$ cat src/rtl/router_pkg.sv
// Shared types and constants for the 1x3 router controller.
package router_pkg;

    typedef enum logic [2:0] {
        DECODE,
        LOAD_DATA,
        LOAD_PARITY,
        CHECK,
        DROP
    } state_t;

    localparam logic [1:0] ADDR0        = 2'b00;
    localparam logic [1:0] ADDR1        = 2'b01;
    localparam logic [1:0] ADDR2        = 2'b10;
    localparam logic [1:0] ADDR_INVALID = 2'b11;

    localparam int unsigned HDR_LEN_MSB  = 7;
    localparam int unsigned HDR_LEN_LSB  = 2;
    localparam int unsigned HDR_ADDR_MSB = 1;
    localparam int unsigned HDR_ADDR_LSB = 0;
    localparam int unsigned LEN_W        = HDR_LEN_MSB - HDR_LEN_LSB + 1;
    localparam int unsigned ADDR_W       = HDR_ADDR_MSB - HDR_ADDR_LSB + 1;
    localparam int unsigned REM_W        = LEN_W + 1;
    localparam int unsigned NUM_PORTS    = 3;
    localparam int unsigned DEFAULT_TIMEOUT = 30;

    typedef struct packed {
        logic [LEN_W-1:0]  len;
        logic [ADDR_W-1:0] addr;
    } header_t;

    // Per-port flag selected by address; the invalid address returns oob.
    function automatic logic sel_bit(input logic [NUM_PORTS-1:0] v,
                                     input logic [ADDR_W-1:0] a,
                                     input logic oob);
        case (a)
            ADDR0:   sel_bit = v[0];
            ADDR1:   sel_bit = v[1];
            ADDR2:   sel_bit = v[2];
            default: sel_bit = oob;
        endcase
    endfunction

    function automatic logic [NUM_PORTS-1:0] addr_onehot(input logic [ADDR_W-1:0] a);
        case (a)
            ADDR0:   addr_onehot = 3'b001;
            ADDR1:   addr_onehot = 3'b010;
            ADDR2:   addr_onehot = 3'b100;
            default: addr_onehot = 3'b000;
        endcase
    endfunction

endpackage

$ cat src/rtl/router_timeout.sv
// Stalled-reader watchdog for one output FIFO: pulses soft_reset after
// TIMEOUT consecutive cycles of valid data that nobody reads.
module router_timeout
    import router_pkg::*;
#(
    parameter int unsigned TIMEOUT = DEFAULT_TIMEOUT
) (
    input  logic clock,
    input  logic reset,
    input  logic vld_out,
    input  logic read_enb,
    output logic soft_reset
);

    localparam int unsigned CW = (TIMEOUT > 2) ? $clog2(TIMEOUT) : 1;

    logic [CW-1:0] cnt;

    always_ff @(posedge clock or posedge reset) begin
        if (reset) begin
            cnt        <= '0;
            soft_reset <= 1'b0;
        end else begin
            soft_reset <= 1'b0;
            if (vld_out && !read_enb) begin
                if (cnt == CW'(TIMEOUT - 1)) begin
                    cnt        <= '0;
                    soft_reset <= 1'b1;
                end else begin
                    cnt <= cnt + CW'(1);
                end
            end else begin
                cnt <= '0;
            end
        end
    end

endmodule

$ cat src/rtl/router_ctrl.sv
// Packet-level controller of the 1x3 router: header decode, FIFO write
// sequencing with back-pressure, parity check and stalled-reader recovery.
module router_ctrl
    import router_pkg::*;
#(
    parameter int unsigned TIMEOUT = DEFAULT_TIMEOUT
) (
    input  logic                 clock,
    input  logic                 reset,
    input  logic                 pkt_valid,
    input  logic [7:0]           data_in,
    input  logic [NUM_PORTS-1:0] fifo_full,
    input  logic [NUM_PORTS-1:0] fifo_empty,
    input  logic [NUM_PORTS-1:0] read_enb,
    output logic                 busy,
    output logic [NUM_PORTS-1:0] write_enb,
    output logic                 lfd_state,
    output logic [NUM_PORTS-1:0] soft_reset,
    output logic [NUM_PORTS-1:0] vld_out,
    output logic                 err
);

    state_t            state, next_state;
    logic [ADDR_W-1:0] addr_q, addr_d;
    logic [REM_W-1:0]  rem_q, rem_d;       // bytes still due after the header, parity included
    logic [7:0]        acc_q, acc_d;
    logic [7:0]        parity_q, parity_d;
    logic              accept;
    header_t           hdr;

    assign hdr     = header_t'(data_in);
    assign vld_out = ~fifo_empty;

    always_ff @(posedge clock or posedge reset) begin
        if (reset) begin
            state    <= DECODE;
            addr_q   <= '0;
            rem_q    <= '0;
            acc_q    <= '0;
            parity_q <= '0;
        end else begin
            state    <= next_state;
            addr_q   <= addr_d;
            rem_q    <= rem_d;
            acc_q    <= acc_d;
            parity_q <= parity_d;
        end
    end

    always_comb begin
        next_state = state;
        addr_d     = addr_q;
        rem_d      = rem_q;
        acc_d      = acc_q;
        parity_d   = parity_q;
        busy       = 1'b0;
        accept     = 1'b0;
        write_enb  = '0;
        lfd_state  = 1'b0;
        err        = 1'b0;

        case (state)
            DECODE: begin
                // A packet may only start into an empty FIFO.
                busy   = pkt_valid && !sel_bit(fifo_empty, hdr.addr, 1'b1);
                accept = pkt_valid && !busy;
                if (accept) begin
                    rem_d = REM_W'(hdr.len) + REM_W'(1);
                    if (hdr.addr == ADDR_INVALID) begin
                        next_state = DROP;
                    end else begin
                        write_enb  = addr_onehot(hdr.addr);
                        lfd_state  = 1'b1;
                        addr_d     = hdr.addr;
                        acc_d      = data_in;
                        next_state = (hdr.len == '0) ? LOAD_PARITY : LOAD_DATA;
                    end
                end
            end

            LOAD_DATA, LOAD_PARITY: begin
                if (sel_bit(soft_reset, addr_q, 1'b0)) begin
                    // Target FIFO was flushed: discard the rest of the packet.
                    accept     = pkt_valid;
                    next_state = DROP;
                    if (accept) begin
                        rem_d = rem_q - REM_W'(1);
                        if (rem_q == REM_W'(1)) next_state = DECODE;
                    end
                end else begin
                    busy   = sel_bit(fifo_full, addr_q, 1'b0);
                    accept = pkt_valid && !busy;
                    if (accept) begin
                        write_enb = addr_onehot(addr_q);
                        rem_d     = rem_q - REM_W'(1);
                        if (state == LOAD_DATA) begin
                            acc_d = acc_q ^ data_in;
                            if (rem_q == REM_W'(2)) next_state = LOAD_PARITY;
                        end else begin
                            parity_d   = data_in;
                            next_state = CHECK;
                        end
                    end
                end
            end

            CHECK: begin
                busy       = 1'b1;
                err        = (acc_q != parity_q);
                next_state = DECODE;
            end

            DROP: begin
                accept = pkt_valid;
                if (accept) begin
                    rem_d = rem_q - REM_W'(1);
                    if (rem_q == REM_W'(1)) next_state = DECODE;
                end
            end

            default: next_state = DECODE;
        endcase
    end

    for (genvar i = 0; i < NUM_PORTS; i++) begin : g_timeout
        router_timeout #(.TIMEOUT(TIMEOUT)) u_timeout (
            .clock      (clock),
            .reset      (reset),
            .vld_out    (vld_out[i]),
            .read_enb   (read_enb[i]),
            .soft_reset (soft_reset[i])
        );
    end

endmodule
$ cat config.mk
export PLATFORM = sky130hd
export DESIGN_NAME = router_ctrl
export DESIGN_NICKNAME = d
export VERILOG_FILES = /design/src/rtl/router_pkg.sv /design/src/rtl/router_timeout.sv /design/src/rtl/router_ctrl.sv
export SDC_FILE = /design/constraint.sdc
export NUM_CORES = 1
export LEC_CHECK = 0
export CORE_MARGIN = 2
export CORE_UTILIZATION = 45
export DETAILED_ROUTE_END_ITERATION = 6
export HOLD_SLACK_MARGIN = 0.05
export PLACE_DENSITY = 0.7
export SYNTH_ARGS = -nofsm -noshare
export SYNTH_HDL_FRONTEND = slang
export SYNTH_SLANG_ARGS = --single-unit
$ cat constraint.sdc
create_clock -name clock -period 2.1 [get_ports clock]
set_clock_uncertainty 0.15 [all_clocks]
set_input_delay 0.42 -clock clock [delete_from_list [all_inputs] [get_ports clock]]
set_output_delay 0.42 -clock clock [all_outputs]
set_load 0.005 [all_outputs]
### Word level (Yosys, flattened, before mapping)

Cells that the tools add are included.

| operators by class | value |
|---|---|
| add/subtract/negate cells | 5 |
| equality and inequality tests | 24 |
| multiplexer cells | 55 |
| bitwise logic cells | 5 |
| reduce and logical (&&, ||, !) cells | 24 |

Operator list:

| cell | number |
|---|---|
| $mux W3 | 14 |
| $mux W8 | 5 |
| $mux W5 | 6 |
| $mux W7 | 4 |
| $pmux W3 S3 | 3 |
| $pmux W7 S3 | 1 |
| $pmux W8 S2 | 1 |
| $add A5 B1 Y5 const B | 3 |
| $eq A5 B5 Y1 const B | 3 |
| $mux W1 | 15 |
| $ne A2 B2 Y1 const B | 7 |
| $pmux W1 S3 | 4 |
| $ne A8 B8 Y1 | 1 |
| $xor A8 B8 Y8 | 1 |
| $add A6 B1 Y7 const B | 1 |
| $eq A7 B1 Y1 const B | 1 |
| $eq A7 B2 Y1 const B | 1 |
| $sub A7 B1 Y7 const B | 1 |
| $eq A2 B2 Y1 const B | 3 |
| $eq A3 B2 Y1 const B | 2 |
| $logic_and A1 B1 Y1 | 6 |
| $logic_not A1 Y1 | 6 |
| $logic_not A6 Y1 | 1 |
| $pmux W3 S2 | 1 |
| 17 further kinds | 22 |

| storage, ports and cells | value |
|---|---|
| register bits | 46 |
| bits of input ports | 20 |
| output and inout bits | 12 |
| word-level logic and storage cells | 124 |

### Logic depth before layout (Yosys ltp)

| logic depth | value |
|---|---|
| depth after elaboration | 10 |
| gate-level depth with buffers | 8 |
| mapped depth without buffers | 7 |

### By module

From an unflattened synthesis, not the netlist that was laid out.

| second synthesis, totals | value |
|---|---|
| cells, all modules | 299 |
| area total of the unflattened synthesis | 2795.2 µm² |

Modules (own cells, without submodules):

| module | times used | cells each | area an instance (µm²) | sequential area each (µm²) |
|---|---|---|---|---|
| router_ctrl | 1 | 230 | 2018.2 | 700.7 |
| router_timeout | 3 | 23 | 259.0 | 150.1 |

### Worst setup path after synthesis

Ideal clock, no wire load.

| timing path | value |
|---|---|
| kind | input to output |
| start | input data_in[1] |
| end | output lfd_state |
| arrival time | 1530 ps |
| data required time | 1530 ps |
| path slack | 0 ps |
| stages on the path | 7 |
| buffers on the path | 2 |
| cell sequence | buf_6 > mux2_4 > o211ai_2 > nand2b_1 > nand2b_1 > buf_2 > inv_1 |

| between the ends | value |
|---|---|
| longest elaborated chain between the ends | 9 |
| elaborated cells on any way between the ends | 13 |
| classes of those cells | 3 x eq/ne; 5 x mux; 5 x reduce/logical |

RTL lines:

| element | RTL line | text |
|---|---|---|
| from (decl) | router_ctrl.sv:11 | `input logic [7:0] data_in,` |
| $eq A2 B2 Y1, or another cell as far along | router_pkg.sv:36 | `case (a)` |
| $pmux W1 S3 | router_pkg.sv:36 |  |
| $mux W1 | router_ctrl.sv:62 | `case (state)` |
| $logic_not A1 Y1 | router_ctrl.sv:65 | `busy = pkt_valid && !sel_bit(fifo_empty, hdr.addr, 1'b1);` |
| $logic_and A1 B1 Y1 | router_ctrl.sv:65 |  |
| $logic_not A1 Y1 | router_ctrl.sv:66 | `accept = pkt_valid && !busy;` |
| $logic_and A1 B1 Y1 | router_ctrl.sv:66 |  |
| $mux W1 (*) | router_ctrl.sv:67 | `if (accept) begin` |
| $mux W1 (*) | router_ctrl.sv:62 |  |
| to (decl) | router_ctrl.sv:17 | `output logic lfd_state,` |

Mark *: on every way between the ends. The rest lies on a longest branch, timed or not. The select of a mux whose other input is x is not followed.

### Worst setup path in the final report

| timing path | value |
|---|---|
| start | register addr_q[1] |
| end | output write_enb[1] |

| between the ends | value |
|---|---|
| longest elaborated chain between the ends | 9 |
| elaborated cells on any way between the ends | 14 |
| classes of those cells | 2 x eq/ne; 9 x mux; 3 x reduce/logical |

RTL lines:

| element | RTL line | text |
|---|---|---|
| from (decl) | router_ctrl.sv:24 | `logic [ADDR_W-1:0] addr_q, addr_d;` |
| from (signal assigned) | router_ctrl.sv:43 | `addr_q <= addr_d;` |
| $eq A2 B2 Y1, or another cell as far along | router_pkg.sv:36, router_pkg.sv:45 |  |
| $pmux W1 S3 | router_pkg.sv:36 |  |
| $mux W1 | router_ctrl.sv:82 | `if (sel_bit(soft_reset, addr_q, 1'b0)) begin` |
| $mux W1 | router_ctrl.sv:62 |  |
| $logic_not A1 Y1 | router_ctrl.sv:92 | `accept = pkt_valid && !busy;` |
| $logic_and A1 B1 Y1 | router_ctrl.sv:92 |  |
| $mux W3 | router_ctrl.sv:93 | `if (accept) begin` |
| $mux W3 (*) | router_ctrl.sv:82 |  |
| $pmux W3 S2 (*) | router_ctrl.sv:62 |  |
| to (decl) | router_ctrl.sv:16 | `output logic [NUM_PORTS-1:0] write_enb,` |

Marked as above.

==> flow_metrics.tcl <==
set metrics [dict create \
    critPathCaptureType "primary output" \
    worst-r2r-setup-slack_ns -0.09 \
    grt_max_degree 47 \
    power.density_nw_per_um2 1302 \
    netlist_instances 307 \
    vias 2608 \
    hold_viol_final 0 \
    fin_setup_tns_ns -1.981 \
    core-area_um2 6241 \
    syn_nets 338 \
    setup_viol 26 \
    ctsHtreeMaxLevel 2 \
    antenna_found_initial 0 \
    violations "setup timing" \
    drive_above_1_share_pct 36.82 \
    wl_per_cell_um 16.11 \
    peakVddDrop_mv 0.7005 \
    tightest_slew_ns 0.4305 \
    worstReg2RegEnd "acc_q[7]" \
    cp_slowest_cell "dfrtp_2" \
    drv_cap 0 \
    grt_use_total_pct 20.94 \
    crit_chain "mux2i_2 -> o21a_2 -> nand3_2 -> o32ai_2 -> buf_2" \
    grt_setup_unrepaired "true" \
    finish.net_count 432 \
    max_stage_delay_ns 0.46 \
    crit_type "reg -> out" \
    clk_path_buf_depth 2 \
    fmax_ghz 0.4331 \
    die_h_um 83.73 \
    die_w_um 83.73 \
    grt-ovfl-total 0 \
    dieArea_um2 7010 \
    num-fill-cells 501 \
    rows 29 \
    firstDrtPassIters 4 \
    synth_edf_count 0 \
    outcome "complete, but fails checks" \
    hold_path.class "in -> reg" \
    setup_ws_ns -0.2091 \
    viasPerCell 5.445 \
    post-place-ws_ns -0.9081 \
    power_leakage_uw 0.001879 \
    slew_violations 0 \
    wl_mm 7.717 \
    portBuffers 31 \
    ant_nets 0 \
    grt_pass1_wl_mm 12.06 \
    initial_utilization_pct 45.83 \
    synthFlopType "dfrtp_1" \
    yosysUniqueCellTypes 56 \
    netlist_area_um2 2860 \
    cp.required_ns 1.53 \
    io_pins 32 \
    clk_latency_ns 0.31 \
    endpoint "write_enb[1]" \
    place_congestion 0.9275 \
    drc 0 \
    max_slew_margin_pct 71.11 \
    cts_root_buffer "clkbuf_8" \
    cts_sinks 46 \
    finalCritPeriodShare_pct 110.0 \
    clk_pin_slew_ns 0.09 \
    critPathMaxFanout 5 \
    final_cell_mix "61 x buf_4, 42 x dfrtp_1, 31 x nor2_1" \
    whs_ns 0.2440 \
    ff2ff_path_depth 9 \
    critPathLaunchType "flip-flop" \
    async_flop_share_pct 100.0 \
    antenna_cells 0 \
    arrival_ns 1.74 \
    min_period_ns 2.309 \
    dp_hpwl_mm 4.881 \
    syn_avg_cell_area_um2 9.317 \
    startpoint "addr_q[1]" \
    ys_ff_latch 46 \
    syn_to_final_growth_pct 42.30 \
    rr_startpoint "addr_q[1]" \
    grt_pass1_vias 2591 \
    cts_buffers 5 \
    cts_tree "done" \
    mostFrequentLayoutCell "buf_4" \
    yosys_warnings 0 \
    synth_seq_area_share_pct 40.24 \
    drt-initial-drc-count 260 \
]
==> per-layer routing <==
layer	global-route usage [%]	vias up	wire length, µm
met1	28.63	1266	3493
met4	7.918	0	195
li1	-	1250	-
met3	3.561	17	285
met5	0	-	0
met2	33.38	75	3741
==> critical path, delay by kind of cell (launching register included) <==
kind / cells / cell delay, ns
compound gates: 2 / 0.40
buf+inv: 1 / 0.15
flops: 1 / 0.46
mux: 1 / 0.30
simple gates: 1 / 0.12
==> through the flow <==
step	cell area, µm²	power [µW]	instances	utilization [%]
final	4070	5299	479	65.22
after floorplan	2869	2933	307	-
after global routing	4070	5616	479	65.22
after detailed placement	3603	3884	453	57.74
after global placement	3603	3832	453	57.74
after CTS	3881	4855	470	62.19
==> worst min-delay path by stage <==
stage | start | slack, ns | cells after the start | end
after floorplan | g_timeout[0].u_timeout.cnt[0] | 0.31 | 1 | g_timeout[0].u_timeout.cnt[0]
after global placement | g_timeout[1].u_timeout.cnt[0] | 0.33 | 1 | g_timeout[1].u_timeout.cnt[0]
after detailed placement | g_timeout[0].u_timeout.cnt[0] | 0.33 | 1 | g_timeout[0].u_timeout.cnt[0]
after CTS | fifo_empty[0] | 0.24 | 3 | g_timeout[0].u_timeout.soft_reset
after global routing | fifo_empty[0] | 0.25 | 3 | g_timeout[0].u_timeout.soft_reset
final | fifo_empty[0] | 0.24 | 3 | g_timeout[0].u_timeout.soft_reset
==> power by group <==
part	leakage (µW)	total, µW	internal, µW	switching, µW
clock network	0.0000514	676	356	320
registers	0.000579	1470	1170	294
logic	0.00125	3160	1640	1520
==> kinds of logic (layout without fill, tap and decap cells) <==
kind of cell | count (synthesis) | count (layout) | share of synthesized area, %
buf+inv | 35 | 130 | 6.342
mux | 12 | 12 | 4.768
flops | 46 | 46 | 40.24
compound gates | 58 | 58 | 14.79
simple gates | 112 | 112 | 18.90
xor+xnor | 32 | 32 | 9.799
fa+ha+maj | 12 | 12 | 5.162
==> synthesized netlist by cell type, drive strengths merged (4+ instances only) <==
master / instances / area [µm²]
inv: 17 / 63.81
xor2: 27 / 236.5
nand2b: 5 / 31.28
nor3: 8 / 45.04
nand2: 32 / 122.6
a21o: 4 / 30.03
a21oi: 15 / 78.83
xnor2: 5 / 43.79
nor2: 34 / 130.1
mux2: 10 / 116.4
nor4: 4 / 25.02
nand3: 12 / 60.06
clkbuf: 4 / 15.01
nand4: 7 / 43.79
dfrtp: 46 / 1151
buf: 14 / 102.6
o21ai: 9 / 48.79
ha: 11 / 137.6
==> registers in the layout, indices dropped and copies added, names as in the netlist <==
name                            count
state                               3
g_timeout.u_timeout.soft_reset      3
acc_q                               8
addr_q                              2
parity_q                            8
g_timeout.u_timeout.cnt            15
rem_q                               7
==> what timing repair did <==
| item | CTS | global route |
|---|---|---|
| gates resized for setup | 84 | 27 |
| setup endpoints to repair | 34 | 26 |
| gates cloned | 0 | 1 |
| setup buffers | 12 | 10 |
| pin swaps | 16 | 25 |
| hold buffers | 0 | 0 |
==> area by class of cell <==
type                    count  area (µm²)  share of cell area, %
multi-input cells         226        1747                  42.91
flip-flops and latches     46        1156                  28.40
repair buffers            105       897.1                  22.04
well taps                  77       96.34                  2.367
clock buffers               6       72.57                  1.783
inverters                  17       63.81                  1.568
clock inverters             2       37.54                 0.9222
No activity file was read; power rests on OpenSTA's default activity.
